[src/rtl/tpu_pkg.sv]
// Shared types and width helpers for the TPU tile sequencer.
// Widths are derived from the block parameters so the top can be re-parameterised.
package tpu_pkg;

  typedef enum logic [2:0] {
    IDLE  = 3'd0,
    CLEAR = 3'd1,
    LOAD  = 3'd2,
    DRAIN = 3'd3,
    WRITE = 3'd4,
    DONE  = 3'd5
  } state_e;

  localparam int unsigned DEF_ARRAY_SIZE    = 8;
  localparam int unsigned DEF_K_ACCUM_DEPTH = 24;
  localparam int unsigned DEF_NUM_BANKS     = 3;
  localparam int unsigned DEF_MAX_DATA_SET  = 4;

  // $clog2 that never returns 0, so single-value fields still get one bit
  function automatic int unsigned clog2_min1(input int unsigned v);
    return (v <= 1) ? 1 : $clog2(v);
  endfunction

  function automatic int unsigned cycle_w(input int unsigned k_depth, input int unsigned array_size);
    return clog2_min1(k_depth + 2 * array_size);
  endfunction

  function automatic int unsigned index_w(input int unsigned array_size);
    return clog2_min1(array_size);
  endfunction

  function automatic int unsigned set_w(input int unsigned max_data_set);
    return clog2_min1(max_data_set + 1);
  endfunction

  function automatic int unsigned kstep_w(input int unsigned k_depth);
    return clog2_min1(k_depth + 1);
  endfunction

  function automatic int unsigned bank_w(input int unsigned num_banks);
    return clog2_min1(num_banks);
  endfunction

  localparam int unsigned CYCLE_W = cycle_w(DEF_K_ACCUM_DEPTH, DEF_ARRAY_SIZE);
  localparam int unsigned INDEX_W = index_w(DEF_ARRAY_SIZE);
  localparam int unsigned SET_W   = set_w(DEF_MAX_DATA_SET);

endpackage

[src/rtl/tpu_tile_sequencer.sv]
// Sequences clear/load/drain/write phases of a systolic tile for up to MAX_DATA_SET sets.
// Every output is a flop; next values are computed from the next-state counters.
module tpu_tile_sequencer
  import tpu_pkg::*;
#(
  parameter int unsigned ARRAY_SIZE    = 8,
  parameter int unsigned K_ACCUM_DEPTH = 24,
  parameter int unsigned NUM_BANKS     = 3,
  parameter int unsigned MAX_DATA_SET  = 4,
  parameter int unsigned RADDR_WIDTH   = 10,
  parameter int unsigned WADDR_WIDTH   = 6
) (
  input  logic                                     clk,
  input  logic                                     srst,
  input  logic                                     start,
  input  logic                                     abort,
  input  logic [set_w(MAX_DATA_SET)-1:0]           cfg_data_sets,
  input  logic [kstep_w(K_ACCUM_DEPTH)-1:0]        cfg_k_steps,
  input  logic                                     out_ready,
  output logic [RADDR_WIDTH-1:0]                   sram_raddr_w,
  output logic [RADDR_WIDTH-1:0]                   sram_raddr_d,
  output logic                                     alu_start,
  output logic [cycle_w(K_ACCUM_DEPTH, ARRAY_SIZE)-1:0] cycle_num,
  output logic [index_w(ARRAY_SIZE)-1:0]           matrix_index,
  output logic [NUM_BANKS-1:0]                     sram_write_enable,
  output logic [WADDR_WIDTH-1:0]                   sram_waddr,
  output logic                                     busy,
  output logic                                     done
);

  localparam int unsigned SW        = set_w(MAX_DATA_SET);
  localparam int unsigned KW        = kstep_w(K_ACCUM_DEPTH);
  localparam int unsigned CW        = cycle_w(K_ACCUM_DEPTH, ARRAY_SIZE);
  localparam int unsigned IW        = index_w(ARRAY_SIZE);
  localparam int unsigned BW        = bank_w(NUM_BANKS);
  localparam int unsigned DRAIN_LEN = 2 * ARRAY_SIZE - 1;

  state_e                 state_q, state_d;
  logic [SW-1:0]          set_q, set_d;
  logic [SW-1:0]          pass_q, pass_d;
  logic [BW-1:0]          bank_q, bank_d;
  logic [SW-1:0]          nsets_q, nsets_d;
  logic [KW-1:0]          k_q, k_d;
  logic [CW-1:0]          cyc_q, cyc_d;
  logic [IW-1:0]          row_q, row_d;
  logic [NUM_BANKS-1:0]   we_q, we_d;
  logic [RADDR_WIDTH-1:0] raddr_q, raddr_d;
  logic [WADDR_WIDTH-1:0] waddr_q, waddr_d;
  logic                   busy_q, busy_d;
  logic                   done_q, done_d;
  logic                   alu_q, alu_d;

  always_ff @(posedge clk) begin
    if (srst) begin
      state_q <= IDLE;
      set_q   <= '0;
      pass_q  <= '0;
      bank_q  <= '0;
      nsets_q <= '0;
      k_q     <= '0;
      cyc_q   <= '0;
      row_q   <= '0;
      we_q    <= '0;
      raddr_q <= '0;
      waddr_q <= '0;
      busy_q  <= 1'b0;
      done_q  <= 1'b0;
      alu_q   <= 1'b0;
    end else begin
      state_q <= state_d;
      set_q   <= set_d;
      pass_q  <= pass_d;
      bank_q  <= bank_d;
      nsets_q <= nsets_d;
      k_q     <= k_d;
      cyc_q   <= cyc_d;
      row_q   <= row_d;
      we_q    <= we_d;
      raddr_q <= raddr_d;
      waddr_q <= waddr_d;
      busy_q  <= busy_d;
      done_q  <= done_d;
      alu_q   <= alu_d;
    end
  end

  always_comb begin
    state_d = state_q;
    set_d   = set_q;
    pass_d  = pass_q;
    bank_d  = bank_q;
    nsets_d = nsets_q;
    k_d     = k_q;
    cyc_d   = cyc_q;
    row_d   = row_q;
    we_d    = '0;
    raddr_d = '0;
    waddr_d = '0;
    busy_d  = 1'b0;
    done_d  = 1'b0;
    alu_d   = 1'b0;

    unique case (state_q)
      IDLE: begin
        if (start) begin
          nsets_d = cfg_data_sets;
          k_d     = cfg_k_steps;
          set_d   = '0;
          pass_d  = '0;
          bank_d  = '0;
          cyc_d   = '0;
          row_d   = '0;
          state_d = (cfg_data_sets == '0) ? DONE : CLEAR;
        end
      end
      CLEAR: begin
        cyc_d   = '0;
        state_d = LOAD;
      end
      LOAD: begin
        cyc_d = cyc_q + CW'(1);
        if (32'(cyc_q) + 32'd1 >= 32'(k_q)) state_d = DRAIN;
      end
      DRAIN: begin
        if (32'(cyc_q) + 32'd1 >= 32'(k_q) + DRAIN_LEN) begin
          cyc_d   = '0;
          row_d   = '0;
          state_d = WRITE;
        end else begin
          cyc_d = cyc_q + CW'(1);
        end
      end
      WRITE: begin
        // A row completes at the end of a cycle that carried its strobe
        if (we_q != '0) begin
          if (row_q == IW'(ARRAY_SIZE - 1)) begin
            row_d = '0;
            if (32'(set_q) + 32'd1 >= 32'(nsets_q)) begin
              state_d = DONE;
            end else begin
              set_d   = set_q + SW'(1);
              state_d = CLEAR;
              if (bank_q == BW'(NUM_BANKS - 1)) begin
                bank_d = '0;
                pass_d = pass_q + SW'(1);
              end else begin
                bank_d = bank_q + BW'(1);
              end
            end
          end else begin
            row_d = row_q + IW'(1);
          end
        end
      end
      DONE: begin
        state_d = IDLE;
      end
      default: begin
        state_d = IDLE;
      end
    endcase

    // Cancel drops straight back to IDLE and forgets the captured run
    if (abort && state_q != IDLE) begin
      state_d = IDLE;
      set_d   = '0;
      pass_d  = '0;
      bank_d  = '0;
      nsets_d = '0;
      k_d     = '0;
      cyc_d   = '0;
      row_d   = '0;
    end

    busy_d = (state_d != IDLE);
    done_d = (state_d == DONE);
    alu_d  = (state_d == LOAD) || (state_d == DRAIN);
    if (state_d == LOAD) begin
      raddr_d = RADDR_WIDTH'(32'(set_d) * K_ACCUM_DEPTH + 32'(cyc_d));
    end
    if (state_d == WRITE) begin
      waddr_d = WADDR_WIDTH'(32'(pass_d) * ARRAY_SIZE + 32'(row_d));
      if (out_ready) we_d[bank_d] = 1'b1;
    end
  end

  assign sram_raddr_w      = raddr_q;
  assign sram_raddr_d      = raddr_q;
  assign alu_start         = alu_q;
  assign cycle_num         = cyc_q;
  assign matrix_index      = row_q;
  assign sram_write_enable = we_q;
  assign sram_waddr        = waddr_q;
  assign busy              = busy_q;
  assign done              = done_q;

endmodule

[config.mk]
export PLATFORM = sky130hd
export DESIGN_NAME = tpu_tile_sequencer
export DESIGN_NICKNAME = d
export VERILOG_FILES = /design/src/rtl/tpu_pkg.sv /design/src/rtl/tpu_tile_sequencer.sv
export SDC_FILE = /design/constraint.sdc
export NUM_CORES = 1
export LEC_CHECK = 0
export ABC_AREA = 1
export BUFFER_PORTS_ARGS = -buffer_cell sky130_fd_sc_hd__buf_4
export CORE_MARGIN = 10
export CORE_UTILIZATION = 50
export DETAILED_ROUTE_END_ITERATION = 16
export PLACE_DENSITY_LB_ADDON = 0.15
export SKIP_CTS_REPAIR_TIMING = 1
export SYNTH_ARGS = -nofsm -noshare
export SYNTH_HDL_FRONTEND = slang
export SYNTH_SLANG_ARGS = --single-unit
[constraint.sdc]
create_clock -name clk -period 3.2 [get_ports clk]
set_clock_uncertainty 0.1 [all_clocks]
set_input_delay 0.16 -clock clk [delete_from_list [all_inputs] [get_ports clk]]
set_output_delay 0.16 -clock clk [all_outputs]
set_load 0.02 [all_outputs]
==> impl_metrics.prom <==
# TYPE chip_impl_metric gauge
chip_impl_metric{name="arrival",unit="ns"} 3.28
chip_impl_metric{name="drt_pass1_iterations",unit=""} 4
chip_impl_metric{name="clk_path_buf_depth",unit=""} 2
chip_impl_metric{name="drv.max_cap_violation_count",unit=""} 0
chip_impl_info{name="ys_dominant_reg_cell",value="sky130_fd_sc_hd__dfxtp_1"} 1
chip_impl_metric{name="io_buffers",unit=""} 51
chip_impl_metric{name="routability_cong",unit=""} 0.882
chip_impl_metric{name="timing_max_transition_violations_final",unit=""} 0
chip_impl_metric{name="number_of_flip_flops_and_latches_in_the_synthesized_netlist",unit=""} 49
chip_impl_metric{name="antenna_left",unit=""} 0
chip_impl_metric{name="ir_drop",unit="V"} 0.000228
chip_impl_metric{name="initial_utilization",unit=""} 0.522
chip_impl_metric{name="synth_enable_flop_cells",unit=""} 0
chip_impl_metric{name="synth.distinct_cells",unit=""} 36
chip_impl_metric{name="tritoncts_num_sinks",unit=""} 49
chip_impl_metric{name="num_antenna_cells",unit=""} 0
chip_impl_metric{name="route.vias.total",unit=""} 2687
chip_impl_metric{name="register_area",unit="µm²"} 1000
chip_impl_info{name="timing.critical_path.from_type",value="register"} 1
chip_impl_metric{name="die_width",unit="µm"} 96.3
chip_impl_metric{name="worst_skew_pair.late_latency",unit="ns"} 0.30
chip_impl_metric{name="async_reset_ff_frac",unit=""} 0
chip_impl_info{name="timing.setup.critical_path_class",value="reg2reg"} 1
chip_impl_metric{name="floorplan.core_area",unit="µm²"} 5570
chip_impl_metric{name="gr-usage-all-layers",unit=""} 0.151
chip_impl_info{name="worstPathCellList",value="ha_4 -> xor2_2 -> ha_2 -> o21bai_4 -> nor2_4 -> nand3_4 -> nand2_1 -> nand2_2 -> nand2_2 -> inv_2 -> ha_4 -> ha_4 -> ha_4 -> a21oi_2 -> inv_1 -> a31oi_1 -> nand3b_1 -> nand2_1 -> nor2_1"} 1
chip_impl_metric{name="crit_path_max_incr_delay",unit="ns"} 0.35
chip_impl_metric{name="power_density",unit="nW/µm²"} 366
chip_impl_metric{name="syn-cell-area",unit="µm²"} 2910
chip_impl_metric{name="number_of_standard_cells_after_synthesis",unit=""} 392
chip_impl_metric{name="grt_first_pass_wirelength",unit="µm"} 11200
chip_impl_info{name="hp-start",value="cfg_data_sets[0]"} 1
chip_impl_metric{name="pin_count_of_the_biggest_net_entering_global_routing",unit=""} 19
chip_impl_info{name="status",value="finished clean"} 1
chip_impl_metric{name="timing.critical_path.fanout_max",unit=""} 5
chip_impl_metric{name="drt_first_iter_violations",unit=""} 126
chip_impl_metric{name="fmax",unit="GHz"} 0.319
chip_impl_metric{name="placed_cells_incl_taps",unit=""} 518
chip_impl_metric{name="drcViolationCount",unit=""} 0
chip_impl_metric{name="layout_min_cycle_time",unit="ns"} 3.14
chip_impl_info{name="r2r_start",value="set_q[1]"} 1
chip_impl_metric{name="total_leakage_power",unit="nW"} 1.89
chip_impl_info{name="cts_tree",value="done"} 1
chip_impl_metric{name="post_drt_wl_per_cell",unit="µm"} 13.8
chip_impl_metric{name="post-route-period-util",unit=""} 0.981
chip_impl_metric{name="cts_made_buffers",unit=""} 5
chip_impl_metric{name="synth_sequential_area_ratio",unit=""} 0.337
chip_impl_metric{name="postSynthAreaPerCell",unit="µm²"} 7.42
chip_impl_info{name="cp-end-kind",value="register"} 1
chip_impl_metric{name="nFillCells",unit=""} 470
chip_impl_metric{name="setup-tns-final",unit="ns"} 0
chip_impl_metric{name="final_cell_count_no_fill",unit=""} 535
chip_impl_metric{name="report.final.hold_viol_count",unit=""} 0
chip_impl_info{name="cpMostUsedCell",value="sky130_fd_sc_hd__ha_4"} 1
chip_impl_info{name="crit_path_start",value="set_q[1]"} 1
chip_impl_info{name="grt_setup_unrepaired",value="yes"} 1
chip_impl_info{name="hp-class",value="in2reg"} 1
chip_impl_info{name="worst_path_max_delay_cell",value="sky130_fd_sc_hd__dfxtp_2"} 1
chip_impl_metric{name="antenna_found_initial",unit=""} 0
chip_impl_metric{name="final_layout_size_suffix_gt1_frac",unit=""} 0.352
chip_impl_metric{name="multi_input_area",unit="µm²"} 1820
chip_impl_metric{name="detailedPlacementHpwl",unit="µm"} 5540
chip_impl_metric{name="area_growth",unit="%"} 31.2
chip_impl_metric{name="ios",unit=""} 54
chip_impl_info{name="timing.critical_path.max_delay_family",value="adder cells"} 1
chip_impl_metric{name="finalSetupViolations",unit=""} 0
chip_impl_metric{name="die_area",unit="µm²"} 9270
chip_impl_metric{name="number_of_global_route_vias_before_repair",unit=""} 2503
chip_impl_metric{name="finish.net_count",unit=""} 504
chip_impl_metric{name="worstPathRequired",unit="ns"} 3.34
chip_impl_metric{name="vias_per_cell",unit=""} 5.02
chip_impl_metric{name="drt_wl_total",unit="µm"} 7400
chip_impl_metric{name="std_cell_rows",unit=""} 27
chip_impl_metric{name="htreeDepth",unit=""} 2
chip_impl_metric{name="yosysWarningCount",unit=""} 0
chip_impl_info{name="clockRootBuffer",value="sky130_fd_sc_hd__clkbuf_8"} 1
chip_impl_metric{name="die_h",unit="µm"} 96.3
chip_impl_metric{name="clk_pin_slew",unit="ns"} 0.09
chip_impl_metric{name="critPathBufInv",unit=""} 2
chip_impl_metric{name="gr-total-overflow",unit=""} 0
through the flow:
| stage | total power [mW] | setup WS [ns] | area, µm² | hold slack (ns) | util |
|---|---|---|---|---|---|
| finish | 1.40 | 0.0616 | 3820 | 0.0247 | 0.685 |
| floorplan | 0.849 | 0.00527 | 2920 | 0.204 | - |
| global route | 1.47 | -0.106 | 3820 | 0.0391 | 0.685 |
| detailed placement | 0.931 | -0.196 | 3420 | 0.349 | 0.613 |
| global placement | 0.925 | -0.0350 | 3420 | 0.343 | 0.613 |
| CTS | 1.37 | -0.235 | 3520 | 0.0221 | 0.632 |
layout by cell type (no fill, tap or decap), types with 3 or more instances in the layout:
master	n
sky130_fd_sc_hd__a21oi_1	23
sky130_fd_sc_hd__a31oi_1	3
sky130_fd_sc_hd__buf_4	77
sky130_fd_sc_hd__clkbuf_8	5
sky130_fd_sc_hd__dfxtp_1	40
sky130_fd_sc_hd__dfxtp_2	6
sky130_fd_sc_hd__dfxtp_4	3
sky130_fd_sc_hd__ha_1	16
sky130_fd_sc_hd__ha_2	3
sky130_fd_sc_hd__ha_4	8
sky130_fd_sc_hd__inv_1	43
sky130_fd_sc_hd__inv_2	14
sky130_fd_sc_hd__nand2_1	67
sky130_fd_sc_hd__nand2_2	10
sky130_fd_sc_hd__nand2_4	4
sky130_fd_sc_hd__nand3_1	13
sky130_fd_sc_hd__nand3_2	5
sky130_fd_sc_hd__nand3b_1	4
sky130_fd_sc_hd__nand4_1	6
sky130_fd_sc_hd__nor2_1	51
sky130_fd_sc_hd__nor2_2	3
sky130_fd_sc_hd__nor2_4	6
sky130_fd_sc_hd__nor3_2	3
sky130_fd_sc_hd__o211ai_1	3
sky130_fd_sc_hd__o21ai_0	16
sky130_fd_sc_hd__xor2_1	3
tightest hold or removal path, cell delays in order:
cell and delay, ns:
sky130_fd_sc_hd__buf_4 0.12, sky130_fd_sc_hd__nand2_1 0.06, sky130_fd_sc_hd__a21oi_1 0.05
cells in the mapped netlist, types with 2 or more instances:
master	instances	area [µm²]
sky130_fd_sc_hd__nand2_1	74	278
sky130_fd_sc_hd__nor2_1	53	199
sky130_fd_sc_hd__dfxtp_1	49	981
sky130_fd_sc_hd__inv_1	49	184
sky130_fd_sc_hd__ha_1	27	338
sky130_fd_sc_hd__a21oi_1	24	120
sky130_fd_sc_hd__o21ai_0	18	90.1
sky130_fd_sc_hd__nand3_1	16	80.1
sky130_fd_sc_hd__buf_4	11	82.6
sky130_fd_sc_hd__inv_2	8	30.0
sky130_fd_sc_hd__nand4_1	6	37.5
sky130_fd_sc_hd__xor2_1	5	43.8
sky130_fd_sc_hd__nand2_2	4	25.0
sky130_fd_sc_hd__nand3b_1	4	30.0
sky130_fd_sc_hd__nor2_4	4	45.0
sky130_fd_sc_hd__a31oi_1	3	18.8
sky130_fd_sc_hd__clkbuf_1	3	11.3
sky130_fd_sc_hd__nand2_4	3	33.8
sky130_fd_sc_hd__nor2_2	3	18.8
sky130_fd_sc_hd__nor3_1	3	15.0
sky130_fd_sc_hd__o211ai_1	3	22.5
sky130_fd_sc_hd__a21o_1	2	15.0
sky130_fd_sc_hd__a21oi_4	2	32.5
sky130_fd_sc_hd__nand3_2	2	20.0
sky130_fd_sc_hd__nand3_4	2	35.0
sky130_fd_sc_hd__nor3_2	2	20.0
sky130_fd_sc_hd__or2_2	2	12.5
sky130_fd_sc_hd__xnor2_1	2	17.5
worst paths after layout:
kind	endpoint	slack [ns]	cells past startpoint
max	sram_raddr_d[6]	0.06	19
max reg2reg	sram_raddr_d[6]	0.06	19
min reg2reg	nsets_q[0]	0.38	2
min	nsets_q[0]	0.02	3
final cells by class:
| class | count | area share |
|---|---|---|
| clock inverters | 2 | 0.0102 |
| clock buffers | 5 | 0.0180 |
| repair buffers | 78 | 0.154 |
| flip-flops and latches | 49 | 0.262 |
| inverters | 57 | 0.0560 |
| multi-input cells | 272 | 0.476 |
| well taps | 72 | 0.0236 |
layer usage:
layer / global-route usage / wire length [µm] / vias to the layer above
met5: 0 / 0 / -
met4: 0.0412 / 114 / 0
met3: 0.0444 / 555 / 12
met2: 0.258 / 3540 / 76
met1: 0.180 / 3190 / 1214
li1: - / - / 1385
cells by family (layout without fill, tap and decap cells):
kind of cell | count (synthesis) | in the layout | share of synthesized area
AO/OA/AOI/OAI | 54 | 54 | 0.108
XOR/XNOR | 7 | 7 | 0.0211
adder cells (fa/ha/maj) | 28 | 28 | 0.123
buffers and inverters | 72 | 142 | 0.107
flip-flops | 49 | 49 | 0.337
multiplexers | 1 | 1 | 0.00387
other | 1 | 2 | 0.00129
AND/OR/NAND/NOR | 180 | 180 | 0.298
registers in the layout, indices dropped and copies added (netlist names), 5 cells and up:
name,count
sram_waddr,6
sram_raddr_d,9
k_q,5
cycle_num,6
power breakdown:
part	internal [mW]	switching (mW)
clock network	0.232	0.214
registers	0.628	0.0146
logic	0.124	0.186
No activity file was read; power rests on OpenSTA's default activity.
